===== config.mk =====
export PLATFORM = sky130hd
export DESIGN_NAME = random_bytes_flat
export DESIGN_NICKNAME = d
export VERILOG_FILES = /design/src/rtl/random_bytes_pkg.sv /design/src/rtl/random_bytes_if.sv /design/src/rtl/random_bytes_xorshift32_core.sv /design/src/rtl/random_bytes.sv /design/src/flat_wrapper.sv
export SDC_FILE = /design/constraint.sdc
export NUM_CORES = 1
export LEC_CHECK = 0
export ABC_AREA = 1
export BUFFER_PORTS_ARGS = -buffer_cell sky130_fd_sc_hd__buf_2
export CAP_MARGIN = 20
export CORE_ASPECT_RATIO = 1.4
export CORE_MARGIN = 5
export CORE_UTILIZATION = 45
export DETAILED_ROUTE_END_ITERATION = 8
export GPL_TIMING_DRIVEN = 0
export PLACE_DENSITY = 0.76
export SLEW_MARGIN = 20
export SYNTH_ARGS = -nofsm -noshare
export SYNTH_HDL_FRONTEND = slang
export SYNTH_SLANG_ARGS = --single-unit
export TNS_END_PERCENT = 30

===== constraint.sdc =====
create_clock -name clk -period 4.36 [get_ports clk]
set_input_delay 0.218 -clock clk [delete_from_list [all_inputs] [get_ports clk]]
set_output_delay 0.218 -clock clk [all_outputs]
set_load 0.02 [all_outputs]

===== src/rtl/random_bytes_pkg.sv =====
// rtl/random_bytes_pkg.sv - shared types, shift constants and xorshift32 step for random_bytes
package random_bytes_pkg;

    typedef enum logic [1:0] {
        IDLE = 2'd0,
        GEN  = 2'd1,
        DONE = 2'd2
    } state_t;

    localparam int XS_SHIFT_A = 13;
    localparam int XS_SHIFT_B = 17;
    localparam int XS_SHIFT_C = 5;

    function automatic logic [31:0] xorshift32_next(input logic [31:0] x);
        logic [31:0] t;
        t = x ^ (x << XS_SHIFT_A);
        t = t ^ (t >> XS_SHIFT_B);
        t = t ^ (t << XS_SHIFT_C);
        return t;
    endfunction

endpackage


===== src/rtl/random_bytes_if.sv =====
// rtl/random_bytes_if.sv - start/result handshake bundle for random_bytes
interface random_bytes_if #(
    parameter int IN_LEN = 32
) ();

    logic                  start;
    logic [IN_LEN*8-1:0]   zeta_out;
    logic                  random_done;

    modport master (
        output start,
        input  zeta_out,
        input  random_done
    );

    modport slave (
        input  start,
        output zeta_out,
        output random_done
    );

endinterface


===== src/rtl/random_bytes_xorshift32_core.sv =====
// rtl/random_bytes_xorshift32_core.sv - xorshift32 state register with seed load and step enable
module xorshift32_core
    import random_bytes_pkg::*;
(
    input  logic        clk,
    input  logic        rst,
    input  logic [31:0] seed,
    input  logic        en,
    output logic [31:0] next_word
);

    logic [31:0] state_q;

    // The consumer wants the freshly advanced value on the same edge it is stored.
    assign next_word = xorshift32_next(state_q);

    always_ff @(posedge clk) begin
        if (rst) begin
            state_q <= seed;
        end else if (en) begin
            state_q <= next_word;
        end
    end

endmodule


===== src/rtl/random_bytes.sv =====
// rtl/random_bytes.sv - fills an IN_LEN-byte register from a seeded xorshift32 PRNG on start
module random_bytes
    import random_bytes_pkg::*;
#(
    parameter int          IN_LEN = 32,
    parameter logic [31:0] SEED   = 32'hDEADBEEF
) (
    input  logic                 clk,
    input  logic                 rst,
    random_bytes_if.slave        bus
);

    localparam int          W        = (IN_LEN + 3) / 4;
    localparam int          CNT_W    = (W > 1) ? $clog2(W) : 1;
    localparam logic [31:0] SEED_EFF = (SEED == 32'h0) ? 32'h1 : SEED;

    state_t              state_q, state_d;
    logic [CNT_W-1:0]    cnt_q;
    logic [IN_LEN*8-1:0] zeta_q;
    logic                gen_en;
    logic [31:0]         next_word;

    xorshift32_core u_core (
        .clk       (clk),
        .rst       (rst),
        .seed      (SEED_EFF),
        .en        (gen_en),
        .next_word (next_word)
    );

    always_comb begin
        state_d = state_q;
        gen_en  = 1'b0;
        case (state_q)
            IDLE: if (bus.start) state_d = GEN;
            GEN: begin
                gen_en = 1'b1;
                if (cnt_q == CNT_W'(W - 1)) state_d = DONE;
            end
            DONE: if (bus.start) state_d = GEN;
            default: state_d = IDLE;
        endcase
    end

    always_ff @(posedge clk) begin
        if (rst) begin
            state_q <= IDLE;
            cnt_q   <= '0;
        end else begin
            state_q <= state_d;
            cnt_q   <= (state_q == GEN) ? cnt_q + 1'b1 : '0;
        end
    end

    // Bytes past IN_LEN in the last word simply have no destination and are dropped.
    always_ff @(posedge clk) begin
        if (rst) begin
            zeta_q <= '0;
        end else if (gen_en) begin
            for (int i = 0; i < IN_LEN; i++) begin
                if (cnt_q == CNT_W'(i / 4)) begin
                    zeta_q[i*8 +: 8] <= next_word[(i % 4)*8 +: 8];
                end
            end
        end
    end

    assign bus.zeta_out    = zeta_q;
    assign bus.random_done = (state_q == DONE);

endmodule


===== src/flat_wrapper.sv =====
// flat-port wrapper written by rule: the top's interface ports become plain ports
module random_bytes_flat import random_bytes_pkg::*;
#(
    parameter int          IN_LEN = 32,
    parameter logic [31:0] SEED   = 32'hDEADBEEF
)
  (clk, rst, bus_start, bus_zeta_out, bus_random_done);
  random_bytes_if #(.IN_LEN(IN_LEN)) bus_i ();
  input  logic clk;
  input  logic rst;
  input wire logic [$bits(bus_i.start)-1:0] bus_start;
  output wire logic [$bits(bus_i.zeta_out)-1:0] bus_zeta_out;
  output wire logic [$bits(bus_i.random_done)-1:0] bus_random_done;
  assign bus_i.start = bus_start;
  assign bus_zeta_out = bus_i.zeta_out;
  assign bus_random_done = bus_i.random_done;
  random_bytes #(.IN_LEN(IN_LEN), .SEED(SEED)) u_core (.clk(clk), .rst(rst), .bus(bus_i));
endmodule

# Word level (Yosys, flattened, before mapping)
# Cells that the tools add are included.
classes:
  shift: 0
  n_bitwise: 4
  n_eq_ne: 11
  mul: 0
  add_sub_neg: 1
  n_lt_le_gt_ge: 0
  div_mod_pow: 0
  muxes: 4
  reduce_logical: 13
op_table:
  columns: ["cell", "count"]
  rows:
  - ["bitwise XOR 32 bit", 2]
  - ["bitwise XOR 32 x 15 -> 32 bit", 1]
  - ["AND reduction 2 bit", 9]
  - ["equality test 3 bit (second input constant)", 4]
  - ["equality test 3 x 2 -> 1 bit (second input constant)", 2]
  - ["two-way mux 2 bit", 2]
  - ["one-hot mux 2 bit (2 select lines)", 1]
  - ["OR reduction 2 bit", 2]
  - ["adder 3 x 1 -> 3 bit (second input constant)", 1]
  - ["equality test 3 x 1 -> 1 bit (second input constant)", 1]
  - ["logical NOT 3 bit", 1]
  - ["equality test 2 x 1 -> 1 bit (second input constant)", 1]
  - ["equality test 2 bit (second input constant)", 1]
  - ["logical NOT 2 bit", 1]
  - ["!= test 2 x 1 -> 1 bit (second input constant)", 1]
  - ["!= test 2 bit (second input constant)", 1]
  - ["two-way mux 1 bit", 1]
  - ["NOT 1 bit", 1]
word_totals:
  register_bits: 293
  mem_bits_rw: 0
  input_bits: 3
  out_inout_bits: 257
  elab_cells: 44
  n_memories: 0
  mem_bits_ro: 0
  latchBits: 0

# Longest topological paths before layout
# Gate-level depths: netlist of run 1.
depth:
  depth_word: 4
  depth_mapped: 11

# Hierarchy
# From an unflattened synthesis of run 1, not the netlist that was laid out.
hier_totals:
  cells_unflattened: 1783
  area_unflattened_um2: 12533.3
modules_own_cells:
  columns: ["mod", "instances", "area_per_inst_um2", "seq_area_each_um2", "cells_each"]
  rows:
  - ["random_bytes", 1, 10062.2, 5225.0, 1409]
  - ["xorshift32_core", 1, 2471.1, 960.9, 374]

# Least setup slack after synthesis of run 1
# OpenSTA, ideal clock, no wires.
synth_path:
  path_kind: "flip-flop to flip-flop"
  from: "reg u_core.cnt_q[2]"
  to: "reg u_core.zeta_q[120], in the netlist u_core.bus.zeta_out[120]"
  stages_incl_launch_ff: 9
  required_time_ns: 4.244
  path_buffers: 1
  arrival_time_ns: 1.344
  setup_ns: 0.116
  setup_slack_ns: 2.901
  cell_sequence: "dfxtp_1 > inv_2 > ha_1 > nand2_2 > inv_2 > buf_4 > o21a_1 > o21ai_0 > inv_1"
synth_via:
  elab_chain_cells: 2
synth_lines:
  columns: ["element", "line", "source"]
  rows:
  - ["start: declaration", "random_bytes.sv:18", "logic [CNT_W-1:0] cnt_q;"]
  - ["start signal: assignment", "random_bytes.sv:51", "cnt_q <= (state_q == GEN) ? cnt_q + 1'b1 : '0;"]
  - ["equality test 3 x 2 -> 1 bit", "random_bytes.sv:61", "if (cnt_q == CNT_W'(i / 4)) begin"]
  - ["AND reduction 2 bit (no source line)", null, null]
  - ["end signal: indexed assignment", "random_bytes.sv:62", "zeta_q[i*8 +: 8] <= next_word[(i % 4)*8 +: 8];"]
  - ["end: declaration", "random_bytes.sv:19", "logic [IN_LEN*8-1:0] zeta_q;"]
# No other way between the ends.
# A chain may end at the register's enable or synchronous reset.

# Worst setup path in the final report of run 1
layout_path:
  from: "reg u_core.u_core.state_q[6]"
  to: "reg u_core.zeta_q[231], in the netlist u_core.bus.zeta_out[231]"
layout_via:
  elab_chain_cells: 3
layout_lines:
  columns: ["element", "line", "source"]
  rows:
  - ["start: declaration", "random_bytes_xorshift32_core.sv:12", "logic [31:0] state_q;"]
  - ["start signal: assignment", "random_bytes_xorshift32_core.sv:21", "state_q <= next_word;"]
  - ["bitwise XOR 32 bit", "random_bytes_pkg.sv:16", "t = x ^ (x << XS_SHIFT_A);"]
  - ["bitwise XOR 32 x 15 -> 32 bit", "random_bytes_pkg.sv:17", "t = t ^ (t >> XS_SHIFT_B);"]
  - ["bitwise XOR 32 bit", "random_bytes_pkg.sv:18", "t = t ^ (t << XS_SHIFT_C);"]
# No other way between the ends.

==> results of run 1 <==
power breakdown:
group	internal (W)	total, W	switching, W
logic	0.000535	0.00251	0.00198
clock network	0.00137	0.00245	0.00109
registers	0.00286	0.00301	0.000146
total	0.00476	0.00797	0.00321
through the flow:
step / util, % / worst slack [ns] / cell area, um2
6_report: 55.4 / 2.17 / 15300
3_5_place_dp: 52.0 / 2.28 / 14400
5_1_grt: 55.4 / 2.11 / 15300
2_1_floorplan: - / 2.90 / 12600
3_3_place_gp: 51.8 / 2.27 / 14300
4_1_cts: 55.4 / 2.23 / 15300
synthesized netlist by cell type:
library cell               number
sky130_fd_sc_hd__nand2_1      363
sky130_fd_sc_hd__nor2_1       329
sky130_fd_sc_hd__inv_1        306
sky130_fd_sc_hd__dfxtp_1      293
sky130_fd_sc_hd__nand3_1      139
sky130_fd_sc_hd__o21ai_0       89
sky130_fd_sc_hd__o21a_1        54
sky130_fd_sc_hd__o211ai_1      47
sky130_fd_sc_hd__clkbuf_1      28
sky130_fd_sc_hd__a21oi_1       26
sky130_fd_sc_hd__buf_2         21
sky130_fd_sc_hd__buf_4         19
sky130_fd_sc_hd__o21ai_1       16
sky130_fd_sc_hd__buf_1         15
sky130_fd_sc_hd__xnor2_1       14
sky130_fd_sc_hd__inv_2         13
sky130_fd_sc_hd__ha_1           6
sky130_fd_sc_hd__nand2_2        6
sky130_fd_sc_hd__clkinv_1       4
sky130_fd_sc_hd__nand3_4        4
sky130_fd_sc_hd__buf_6          3
sky130_fd_sc_hd__buf_12         1
sky130_fd_sc_hd__clkinv_2       1
sky130_fd_sc_hd__o32ai_1        1
sky130_fd_sc_hd__xor2_1         1
worst paths after layout:
check | end | slack, ns
hold reg to reg | u_core.cnt_q[0]$_SDFF_PP0_ | 0.48
setup reg to reg | u_core.bus.zeta_out[231]$_SDFFE_PP0P_ | 2.17
setup / recovery | u_core.bus.zeta_out[231]$_SDFFE_PP0P_ | 2.17
hold / removal | u_core.bus.zeta_out[86]$_SDFFE_PP0P_ | 0.39
state kept, by name, indices dropped and copies added (netlist names):
| name | count |
|---|---|
| u_core.bus.zeta_out | 256 |
| u_core.u_core.state_q | 32 |
| u_core.cnt_q | 3 |
| u_core.state_q | 2 |
logic make-up (layout without fill, tap and decap cells):
kind of cell / Yosys count / in the layout / share of synthesized area [%]
adder cells (fa/ha/maj): 6 / 6 / 0.597
buffers and inverters: 411 / 720 / 13.4
XOR/XNOR: 15 / 15 / 1.04
AO/OA/AOI/OAI: 233 / 233 / 11.3
flip-flops: 293 / 293 / 46.6
AND/OR/NAND/NOR: 841 / 841 / 27.0
worst register-to-register path, stage by stage (launching register included):
cell,delay [ns]
sky130_fd_sc_hd__dfxtp_1,0.34
sky130_fd_sc_hd__inv_1,0.08
sky130_fd_sc_hd__nand2_1,0.06
sky130_fd_sc_hd__nand2_1,0.18
sky130_fd_sc_hd__nand2_1,0.08
sky130_fd_sc_hd__nand2_1,0.10
sky130_fd_sc_hd__clkinv_1,0.46
sky130_fd_sc_hd__nand2_2,0.49
sky130_fd_sc_hd__nand3_1,0.13
sky130_fd_sc_hd__nand2_1,0.10
sky130_fd_sc_hd__inv_1,0.05
area by class of cell:
cell class	count	area, um2
clock inverters	7	42.5
multi-input cells	1095	5100
inverters	324	1220
well taps	370	463
clock buffers	43	868
fillers	2706	12300
repair buffers	259	1300
flip-flops and latches	293	5870
plain buffers	87	463
per-layer routing:
metal / track usage, % / part of all wire, %
met3: 3.82 / 7.7
met1: 30.0 / 38
met2: 44.6 / 48
met4: 13.9 / 5.8
met5: 0 / 0
==> insert_results.sql, run 1 <==
INSERT INTO impl_metrics (metric_group, metric, value, unit) VALUES
('outcome', 'run_status', 'complete, no violations', ''),
('pwr', 'cellLeakagePower', '9.13', 'nW'),
('timing', 'final.setup.tns', '0', 'ns'),
('clock_tree', 'hold_buf_count_cts', '1', ''),
('detailed_routing', 'drcViolationCount', '0', ''),
('timing', 'rel_slew_slack', '26.3', '%'),
('final_layout', 'final-instance-count-excl-fill', '2478', ''),
('die', 'floorplan.die.height', '208', 'um'),
('synth', 'yosys.area.top_type_share', '46.6', '%'),
('critical_path', 'required', '4.82', 'ns'),
('final_layout', 'final_layout_size_suffix_gt1_share', '18.0', '%'),
('critical_path', 'r2r.worst_path.cells', '10', ''),
('clock_tree', 'cts_tree', 'done', ''),
('synth', 'part_of_the_yosys_area_used_for_sequential_elements', '46.6', '%'),
('critical_path', 'timing.critical_path.arrival', '2.65', 'ns'),
('clock_tree', 'clk_latency', '0.57', 'ns'),
('pwr', 'power_density', '520', 'mW/mm2'),
('critical_path', 'worst-setup-path-type', 'reg -> reg', ''),
('synth', 'ys.warnings.count', '0', ''),
('final_layout', 'area.growth.synth_to_final', '21.8', '%'),
('die', 'number_of_primary_i_o_pins', '260', ''),
('timing', 'final.hold.worst_slack', '0.390', 'ns'),
('min_path', 'hp-start', 'rst', ''),
('global_route', 'grt_first_pass_wirelength', '63600', 'um'),
('critical_path', 'crit_fanout', '10', ''),
('placed_design', 'hpwlAfterDp', '29700', 'um'),
('clock_tree', 'cts-resized-gates', '0', ''),
('global_route', 'globalRoute.totalOverflow', '0', ''),
('clock_tree', 'max-clock-path-buffers', '3', ''),
('critical_path', 'worst_setup_path_start_kind', 'register', ''),
('clock_tree', 'cts_inserted_buffers', '29', ''),
('synth', 'postSynthRegisterBits', '293', ''),
('clock_tree', 'clk_root_buffer_cell', 'sky130_fd_sc_hd__clkbuf_16', ''),
('pwr', 'vdd_drop_max', '346', 'uV'),
('pwr', 'total_power', '0.00797', 'W'),
('synth', 'synth.lib_cells_used.distinct', '25', ''),
('critical_path', 'path_delay_family', 'simple AND/OR/NAND/NOR gates', ''),
('critical_path', 'critical_path.startpoint', 'u_core.u_core.state_q[6]$_SDFFE_PP1P_', ''),
('critical_path', 'end_kind', 'register', ''),
('min_path', 'hold_path.class', 'in -> reg', ''),
('placed_design', 'gpl.final_weighted_congestion', '0.923', ''),
('synth', 'synth_nets', '1808', ''),
('detailed_routing', 'ant_nets', '0', ''),
('clock_tree', 'cts.clk_slew.worst_paths', '0.07', 'ns'),
('timing', 'hold_viol', '0', ''),
('clock_tree', 'clock_sinks', '293', ''),
('detailed_routing', 'drt-total-wl', '41800', 'um'),
('die', 'floorplan.initialDensity', '45.5', '%'),
('global_route', 'grt_antenna_before_repair', '0', ''),
('detailed_routing', 'viasPerCell', '4.96', ''),
('global_route', 'overall_global_routing_resource_usage', '25.7', '%'),
('synth', 'netlist_instances', '1799', ''),
('detailed_routing', 'route.detailed.wl_per_inst', '16.9', 'um'),
('global_route', 'first_global_vias', '11769', ''),
('global_route', 'grt_start_max_net_pins', '15', ''),
('synth', 'avgSynthCellArea', '6.99', 'um2'),
('timing', 'period_share', '50.2', '%'),
('timing', 'max_freq', '0.457', 'GHz'),
('synth', 'post_synth_instance_area', '0.0126', 'mm2'),
('critical_path', 'timing.critical_path.depth', '10', ''),
('final_layout', 'antenna-diode-count', '0', ''),
('critical_path', 'crit_chain', 'inv_1 > nand2_1 > nand2_1 > nand2_1 > nand2_1 > clkinv_1 > nand2_2 > nand3_1 > nand2_1 > inv_1', ''),
('critical_path', 'r2r_start', 'u_core.u_core.state_q[6]$_SDFFE_PP1P_', ''),
('placed_design', 'cell_total_after_placement', '2427', ''),
('clock_tree', 'postCtsSetupBuffers', '0', ''),
('timing', 'tightest_slew', '1.10', 'ns'),
('timing', 'clock_skew', '0.0106', 'ns'),
('final_layout', 'highest_count_cells_in_the_layout_ignoring_fill_and_taps', '363 x sky130_fd_sc_hd__nand2_1, 329 x sky130_fd_sc_hd__nor2_1, 306 x sky130_fd_sc_hd__inv_1', ''),
('critical_path', 'crit_path_max_incr_delay', '0.49', 'ns'),
('critical_path', 'timing.critical_path.mode_cell', 'sky130_fd_sc_hd__nand2_1', ''),
('die', 'core_area', '0.0277', 'mm2');
(Power assumes the default switching activity.)
==> inputs of run 2 (changes only) <==
clock period = 2.09 ns   (was 4.36 ns; I/O delays follow)
==> insert_results.sql, run 2 (synthesized netlist as in run 1, its figures left out) <==
INSERT INTO impl_metrics (metric_group, metric, value, unit) VALUES
('die', 'rows', '72', ''),
('final_layout', 'highest_count_cells_in_the_layout_ignoring_fill_and_taps', '363 x sky130_fd_sc_hd__nand2_1, 329 x sky130_fd_sc_hd__nor2_1, 306 x sky130_fd_sc_hd__inv_1', ''),
('timing', 'period_share', '93.4', '%'),
('final_layout', 'sequential_cell_area', '0.00587', 'mm2'),
('timing', 'rsz0062_at_grt', 'no', ''),
('critical_path', 'timing.rr.end', 'u_core.bus.zeta_out[213]$_SDFFE_PP0P_', ''),
('timing', 'max_freq', '0.512', 'GHz'),
('critical_path', 'end_kind', 'register', ''),
('detailed_routing', 'dr.first_iter.drc_count', '740', ''),
('clock_tree', 'cts.clk_slew.worst_paths', '0.06', 'ns'),
('detailed_routing', 'viasPerCell', '4.97', ''),
('final_layout', 'final-instance-count-excl-fill', '2478', ''),
('timing', 'final.setup.tns', '0', 'ns'),
('detailed_routing', 'drcViolationCount', '0', ''),
('timing', 'pins_over_their_slew_limit', '0', ''),
('detailed_routing', 'drt-total-wl', '41900', 'um'),
('final_layout', 'nets', '2098', ''),
('final_layout', 'final_layout_size_suffix_gt1_share', '18.2', '%'),
('placed_design', 'gpl.final_weighted_congestion', '0.923', ''),
('detailed_routing', 'route.detailed.wl_per_inst', '16.9', 'um'),
('placed_design', 'hpwlAfterDp', '29700', 'um'),
('min_path', 'hp-start', 'rst', ''),
('die', 'core_area', '0.0277', 'mm2'),
('critical_path', 'r2r_start', 'u_core.u_core.state_q[16]$_SDFFE_PP1P_', ''),
('global_route', 'first_global_vias', '11770', ''),
('timing', 'rel_slew_slack', '26.0', '%'),
('critical_path', 'required', '2.60', 'ns'),
('pwr', 'power_density', '1090', 'mW/mm2'),
('clock_tree', 'clk_latency', '0.57', 'ns'),
('die', 'floorplan.initialDensity', '45.5', '%'),
('critical_path', 'worst-setup-path-type', 'reg -> reg', ''),
('detailed_routing', 'dr_total_vias', '12322', ''),
('global_route', 'overall_global_routing_resource_usage', '25.7', '%'),
('die', 'die_w', '151', 'um'),
('global_route', 'grt_antenna_before_repair', '0', ''),
('die', 'number_of_primary_i_o_pins', '260', ''),
('detailed_routing', 'ant_nets', '0', ''),
('final_layout', 'layout_commonest_cell', 'sky130_fd_sc_hd__nand2_1', ''),
('final_layout', 'stdcell_area', '0.0153', 'mm2'),
('critical_path', 'r2r.worst_path.cells', '4', ''),
('min_path', 'hold_path.class', 'in -> reg', ''),
('die', 'floorplan.die.height', '208', 'um'),
('final_layout', 'multi_input_comb_area', '0.00511', 'mm2'),
('final_layout', 'area.growth.synth_to_final', '22.0', '%'),
('final_layout', 'nFillCells', '2698', ''),
('timing', 'hold_viol', '0', ''),
('clock_tree', 'clk_root_buffer_cell', 'sky130_fd_sc_hd__clkbuf_16', ''),
('pwr', 'cellLeakagePower', '9.13', 'nW'),
('clock_tree', 'max-clock-path-buffers', '3', ''),
('timing', 'clock_skew', '0.0109', 'ns'),
('die', 'design.die.area', '0.0314', 'mm2'),
('min_path', 'hold_path_end', 'u_core.bus.zeta_out[86]$_SDFFE_PP0P_', ''),
('timing', 'tightest_slew', '1.11', 'ns'),
('timing', 'finalCriticalPeriod', '1.95', 'ns'),
('placed_design', 'port_bufs', '258', ''),
('placed_design', 'cell_total_after_placement', '2427', ''),
('critical_path', 'path_buf_inv', '1', ''),
('critical_path', 'timing.critical_path.arrival', '2.47', 'ns'),
('placed_design', 'post_dp_cell_area', '0.0144', 'mm2'),
('detailed_routing', 'drt_first_pass_iters', '5', ''),
('clock_tree', 'clock_sinks', '293', ''),
('pwr', 'total_power', '0.0167', 'W'),
('critical_path', 'worst_setup_path_start_kind', 'register', ''),
('clock_tree', 'cts_h_tree_lvls', '1', ''),
('clock_tree', 'cts_tree', 'done', ''),
('global_route', 'grt_start_max_net_pins', '15', ''),
('global_route', 'grt_first_pass_wirelength', '63600', 'um'),
('critical_path', 'reg2reg_slack', '0.14', 'ns'),
('critical_path', 'crit_chain', 'xnor2_1 > xor2_1 > o21ai_0 > inv_1', ''),
('timing', 'timing.final.setup_violations', '0', ''),
('job', 'max_cap_check_violation_count', '0', ''),
('final_layout', 'largest_register_ffs', '256', ''),
('critical_path', 'path_delay_family', 'XOR/XNOR gates', ''),
('critical_path', 'crit_fanout', '9', ''),
('min_path', 'worst_hold_path.num_cells', '5', ''),
('clock_tree', 'cts_inserted_buffers', '29', ''),
('outcome', 'run_status', 'complete, no violations', ''),
('global_route', 'globalRoute.totalOverflow', '0', ''),
('final_layout', 'antenna-diode-count', '0', ''),
('final_layout', 'utilization', '55.5', '%'),
('pwr', 'vdd_drop_max', '722', 'uV'),
('critical_path', 'worst_path_max_delay_cell', 'sky130_fd_sc_hd__xor2_1', ''),
('critical_path', 'crit_path_max_incr_delay', '0.90', 'ns');
==> run 2: changes by cell type in the layout (fill, tap and decap cells not counted), sizes merged <==
cell      delta
clkinvlp     +3
clkinv       -3
==> run 2: how the worst max path moves through the flow <==
stage | start | to | slack (ns) | depth (start not counted)
final | u_core.u_core.state_q[16]$_SDFFE_PP1P_ | u_core.bus.zeta_out[213]$_SDFFE_PP0P_ | 0.14 | 4
after global routing | u_core.cnt_q[0]$_SDFF_PP0_ | u_core.bus.zeta_out[220]$_SDFFE_PP0P_ | 0.04 | 9
after CTS | u_core.u_core.state_q[6]$_SDFFE_PP1P_ | u_core.bus.zeta_out[231]$_SDFFE_PP0P_ | 0.03 | 10
after detailed placement | u_core.u_core.state_q[6]$_SDFFE_PP1P_ | u_core.bus.zeta_out[231]$_SDFFE_PP0P_ | 0.01 | 10
after global placement | u_core.u_core.state_q[14]$_SDFFE_PP0P_ | u_core.u_core.state_q[27]$_SDFFE_PP1P_ | -0.003 | 6
after floorplan | u_core.cnt_q[2]$_SDFF_PP0_ | u_core.bus.zeta_out[120]$_SDFFE_PP0P_ | 0.63 | 8
==> run 2: metal layers <==
layer  global-route usage (%)  part of all wire [%]  routed length [um]  vias up
met5                        0                     0                   0        -
met4                     13.8                   5.9                2490        0
met3                     3.78                   7.4                3100      134
met2                     44.7                    49               20400      515
met1                     30.0                    38               16000     5617
li1                         -                     -                   -     6056
==> run 2: through the flow <==
stage               hold slack [ns]  worst slack [ns]
floorplan                     0.280             0.631
global placement              0.419          -0.00265
detailed placement            0.441            0.0123
CTS                           0.262            0.0264
global route                  0.313            0.0412
finish                        0.275             0.137
==> run 2: where the power goes <==
| part | total (W) | switching [W] | internal (W) | leakage (nW) |
|---|---|---|---|---|
| combinational | 0.00529 | 0.00416 | 0.00113 | 6.30 |
| sequential | 0.00627 | 0.000305 | 0.00597 | 2.38 |
| clock | 0.00512 | 0.00226 | 0.00285 | 0.457 |
==> run 2: cell type report <==
type,instances,share of cell area (%)
Timing Repair Buffer,259,8.48
Buffer,87,3.02
Tap cell,370,3.02
Clock buffer,43,5.66
Inverter,324,8.02
Multi-Input combinational cell,1095,33.3
Sequential cell,293,38.2
Clock inverter,7,0.277
==> run 2: worst register-to-register path, delay by kind of cell, from the launching register on <==
family                 cells  cell delay (ns)
AO/OA/AOI/OAI              1             0.18
XOR/XNOR                   2             1.26
buffers and inverters      1             0.08
flip-flops                 1             0.37
==> run 2: what timing repair did <==
action                                 in CTS  in global routing
gates resized for setup                     2                  4
hold buffers                                1                  0
setup endpoints to repair                   3                 19
endpoints found under the hold margin       2                  0
buffers inserted                            0                  0
==> inputs of run 3 (changes only) <==
CORE_UTILIZATION = 54   (was 45)
PLACE_DENSITY = 0.87   (was 0.76)
==> insert_results.sql, run 3 (synthesized netlist as in run 1, its figures left out) <==
INSERT INTO impl_metrics (metric_group, metric, value, unit) VALUES
('timing', 'hold_viol', '0', ''),
('timing', 'final.setup.tns', '0', 'ns'),
('die', 'design.die.area', '0.0265', 'mm2'),
('timing', 'finalCriticalPeriod', '1.99', 'ns'),
('timing', 'timing.final.setup_violations', '0', ''),
('detailed_routing', 'dr.first_iter.drc_count', '949', ''),
('die', 'floorplan.die.height', '191', 'um'),
('global_route', 'first_global_vias', '12102', ''),
('clock_tree', 'max-clock-path-buffers', '3', ''),
('final_layout', 'largest_register_ffs', '256', ''),
('pwr', 'vdd_drop_max', '680', 'uV'),
('clock_tree', 'clk_latency', '0.56', 'ns'),
('placed_design', 'cell_total_after_placement', '2363', ''),
('critical_path', 'worst_setup_path_start_kind', 'register', ''),
('clock_tree', 'cts_h_tree_lvls', '1', ''),
('timing', 'pins_over_their_slew_limit', '0', ''),
('final_layout', 'highest_count_cells_in_the_layout_ignoring_fill_and_taps', '363 x sky130_fd_sc_hd__nand2_1, 329 x sky130_fd_sc_hd__nor2_1, 306 x sky130_fd_sc_hd__inv_1', ''),
('critical_path', 'crit_fanout', '9', ''),
('global_route', 'grt_first_pass_wirelength', '62800', 'um'),
('critical_path', 'r2r.worst_path.cells', '4', ''),
('timing', 'tightest_slew', '1.12', 'ns'),
('die', 'number_of_primary_i_o_pins', '260', ''),
('pwr', 'power_density', '1100', 'mW/mm2'),
('placed_design', 'gpl.final_weighted_congestion', '0.932', ''),
('detailed_routing', 'dr_total_vias', '12685', ''),
('clock_tree', 'cts.clk_slew.worst_paths', '0.06', 'ns'),
('min_path', 'hold_path.class', 'in -> reg', ''),
('critical_path', 'reg2reg_slack', '0.10', 'ns'),
('timing', 'max_freq', '0.503', 'GHz'),
('critical_path', 'r2r_start', 'u_core.u_core.state_q[16]$_SDFFE_PP1P_', ''),
('critical_path', 'timing.critical_path.arrival', '2.49', 'ns'),
('final_layout', 'area.growth.synth_to_final', '21.8', '%'),
('global_route', 'overall_global_routing_resource_usage', '29.5', '%'),
('detailed_routing', 'viasPerCell', '5.25', ''),
('die', 'die_w', '139', 'um'),
('placed_design', 'hpwlAfterDp', '28600', 'um'),
('detailed_routing', 'drt_first_pass_iters', '6', ''),
('job', 'max_cap_check_violation_count', '0', ''),
('final_layout', 'final_layout_size_suffix_gt1_share', '18.3', '%'),
('clock_tree', 'cts_inserted_buffers', '28', ''),
('global_route', 'grt_antenna_before_repair', '0', ''),
('critical_path', 'required', '2.59', 'ns'),
('detailed_routing', 'ant_nets', '0', ''),
('clock_tree', 'postCtsSetupBuffers', '0', ''),
('final_layout', 'nets', '2097', ''),
('die', 'rows', '66', ''),
('timing', 'post-route-worst-setup-slack', '0.100', 'ns'),
('clock_tree', 'clock_sinks', '293', ''),
('placed_design', 'port_bufs', '258', ''),
('detailed_routing', 'route.detailed.wl_per_inst', '17.0', 'um'),
('detailed_routing', 'drcViolationCount', '0', ''),
('clock_tree', 'cts_tree', 'done', ''),
('critical_path', 'end_kind', 'register', ''),
('critical_path', 'worst-setup-path-type', 'reg -> reg', ''),
('pwr', 'cellLeakagePower', '9.13', 'nW'),
('outcome', 'run_status', 'complete, no violations', ''),
('min_path', 'worst_hold_path.num_cells', '5', ''),
('die', 'floorplan.initialDensity', '54.4', '%'),
('placed_design', 'worst_setup_slack_after_placement', '0.000399', 'ns'),
('timing', 'clock_skew', '0.0164', 'ns'),
('timing', 'period_share', '95.2', '%'),
('detailed_routing', 'drt-total-wl', '41000', 'um'),
('timing', 'rsz0062_at_grt', 'no', ''),
('critical_path', 'timing.rr.end', 'u_core.bus.zeta_out[245]$_SDFFE_PP0P_', ''),
('die', 'core_area', '0.0231', 'mm2'),
('global_route', 'globalRoute.totalOverflow', '0', ''),
('global_route', 'grt_start_max_net_pins', '16', ''),
('final_layout', 'final-instance-count-excl-fill', '2416', ''),
('final_layout', 'antenna-diode-count', '0', ''),
('final_layout', 'utilization', '66.2', '%'),
('min_path', 'hold_path_end', 'u_core.bus.zeta_out[53]$_SDFFE_PP0P_', ''),
('min_path', 'hp-start', 'rst', ''),
('final_layout', 'layout_commonest_cell', 'sky130_fd_sc_hd__nand2_1', ''),
('clock_tree', 'clk_root_buffer_cell', 'sky130_fd_sc_hd__clkbuf_16', ''),
('timing', 'rel_slew_slack', '25.0', '%');
==> run 3: cell count changes in the layout (fill, tap and decap cells not counted), sizes merged <==
cell      before  now
clkbuf        71   67
clkinvlp       3    8
bufinv         0    3
inv          321  319
==> run 3: metal layers <==
layer	GRT usage, %	vias up	routed length, um
li1	-	6071	-
met1	33.0	5738	14600
met2	51.5	698	19900
met3	5.44	178	3850
met4	19.2	0	2700
met5	0	-	0
==> run 3: power by group <==
part	leakage (nW)	internal, W	switching, W
logic	6.30	0.00113	0.00414
registers	2.38	0.00597	0.000307
clock network	0.462	0.00309	0.00222
total	9.13	0.0102	0.00666
==> run 3: through the flow <==
step | hold slack (ns) | cell area (um2) | power [W]
after floorplan | 0.280 | 12600 | 0.00926
after global routing | 0.316 | 15300 | 0.0174
after CTS | 0.250 | 15300 | 0.0166
final | 0.272 | 15300 | 0.0168
after detailed placement | 0.406 | 14300 | 0.0113
after global placement | 0.405 | 14200 | 0.0112
==> run 3: worst max-delay path by stage <==
stage / end / start / slack [ns]
detailed placement: u_core.bus.zeta_out[60]$_SDFFE_PP0P_ / u_core.u_core.state_q[10]$_SDFFE_PP1P_ / 0.0004
floorplan: u_core.bus.zeta_out[120]$_SDFFE_PP0P_ / u_core.cnt_q[2]$_SDFF_PP0_ / 0.63
global route: u_core.bus.zeta_out[149]$_SDFFE_PP0P_ / u_core.u_core.state_q[16]$_SDFFE_PP1P_ / 0.01
global placement: u_core.u_core.state_q[23]$_SDFFE_PP1P_ / u_core.u_core.state_q[10]$_SDFFE_PP1P_ / 0.04
finish: u_core.bus.zeta_out[245]$_SDFFE_PP0P_ / u_core.u_core.state_q[16]$_SDFFE_PP1P_ / 0.10
CTS: u_core.bus.zeta_out[185]$_SDFFE_PP0P_ / u_core.u_core.state_q[12]$_SDFFE_PP1P_ / 0.008
==> run 3: final cells by class <==
class	instances	area, um2
clock buffers	39	813
clock inverters	13	156
well taps	306	383
fillers	1958	7810
multi-input cells	1095	5100
repair buffers	259	1300
plain buffers	87	463
inverters	324	1230
flip-flops and latches	293	5870
==> run 3: worst max-delay path, stage by stage (launching register included) <==
cell and delay (ns):
sky130_fd_sc_hd__dfxtp_1 0.38, sky130_fd_sc_hd__xnor2_1 0.37, sky130_fd_sc_hd__xor2_1 0.92, sky130_fd_sc_hd__o21ai_0 0.18
sky130_fd_sc_hd__inv_1 0.09
==> run 3: repair_timing <==
item                                    CTS  global route
hold buffers                              1             0
endpoints found under the hold margin     2             0
endpoints found under the setup margin    9            27
gates resized for setup                   2             6
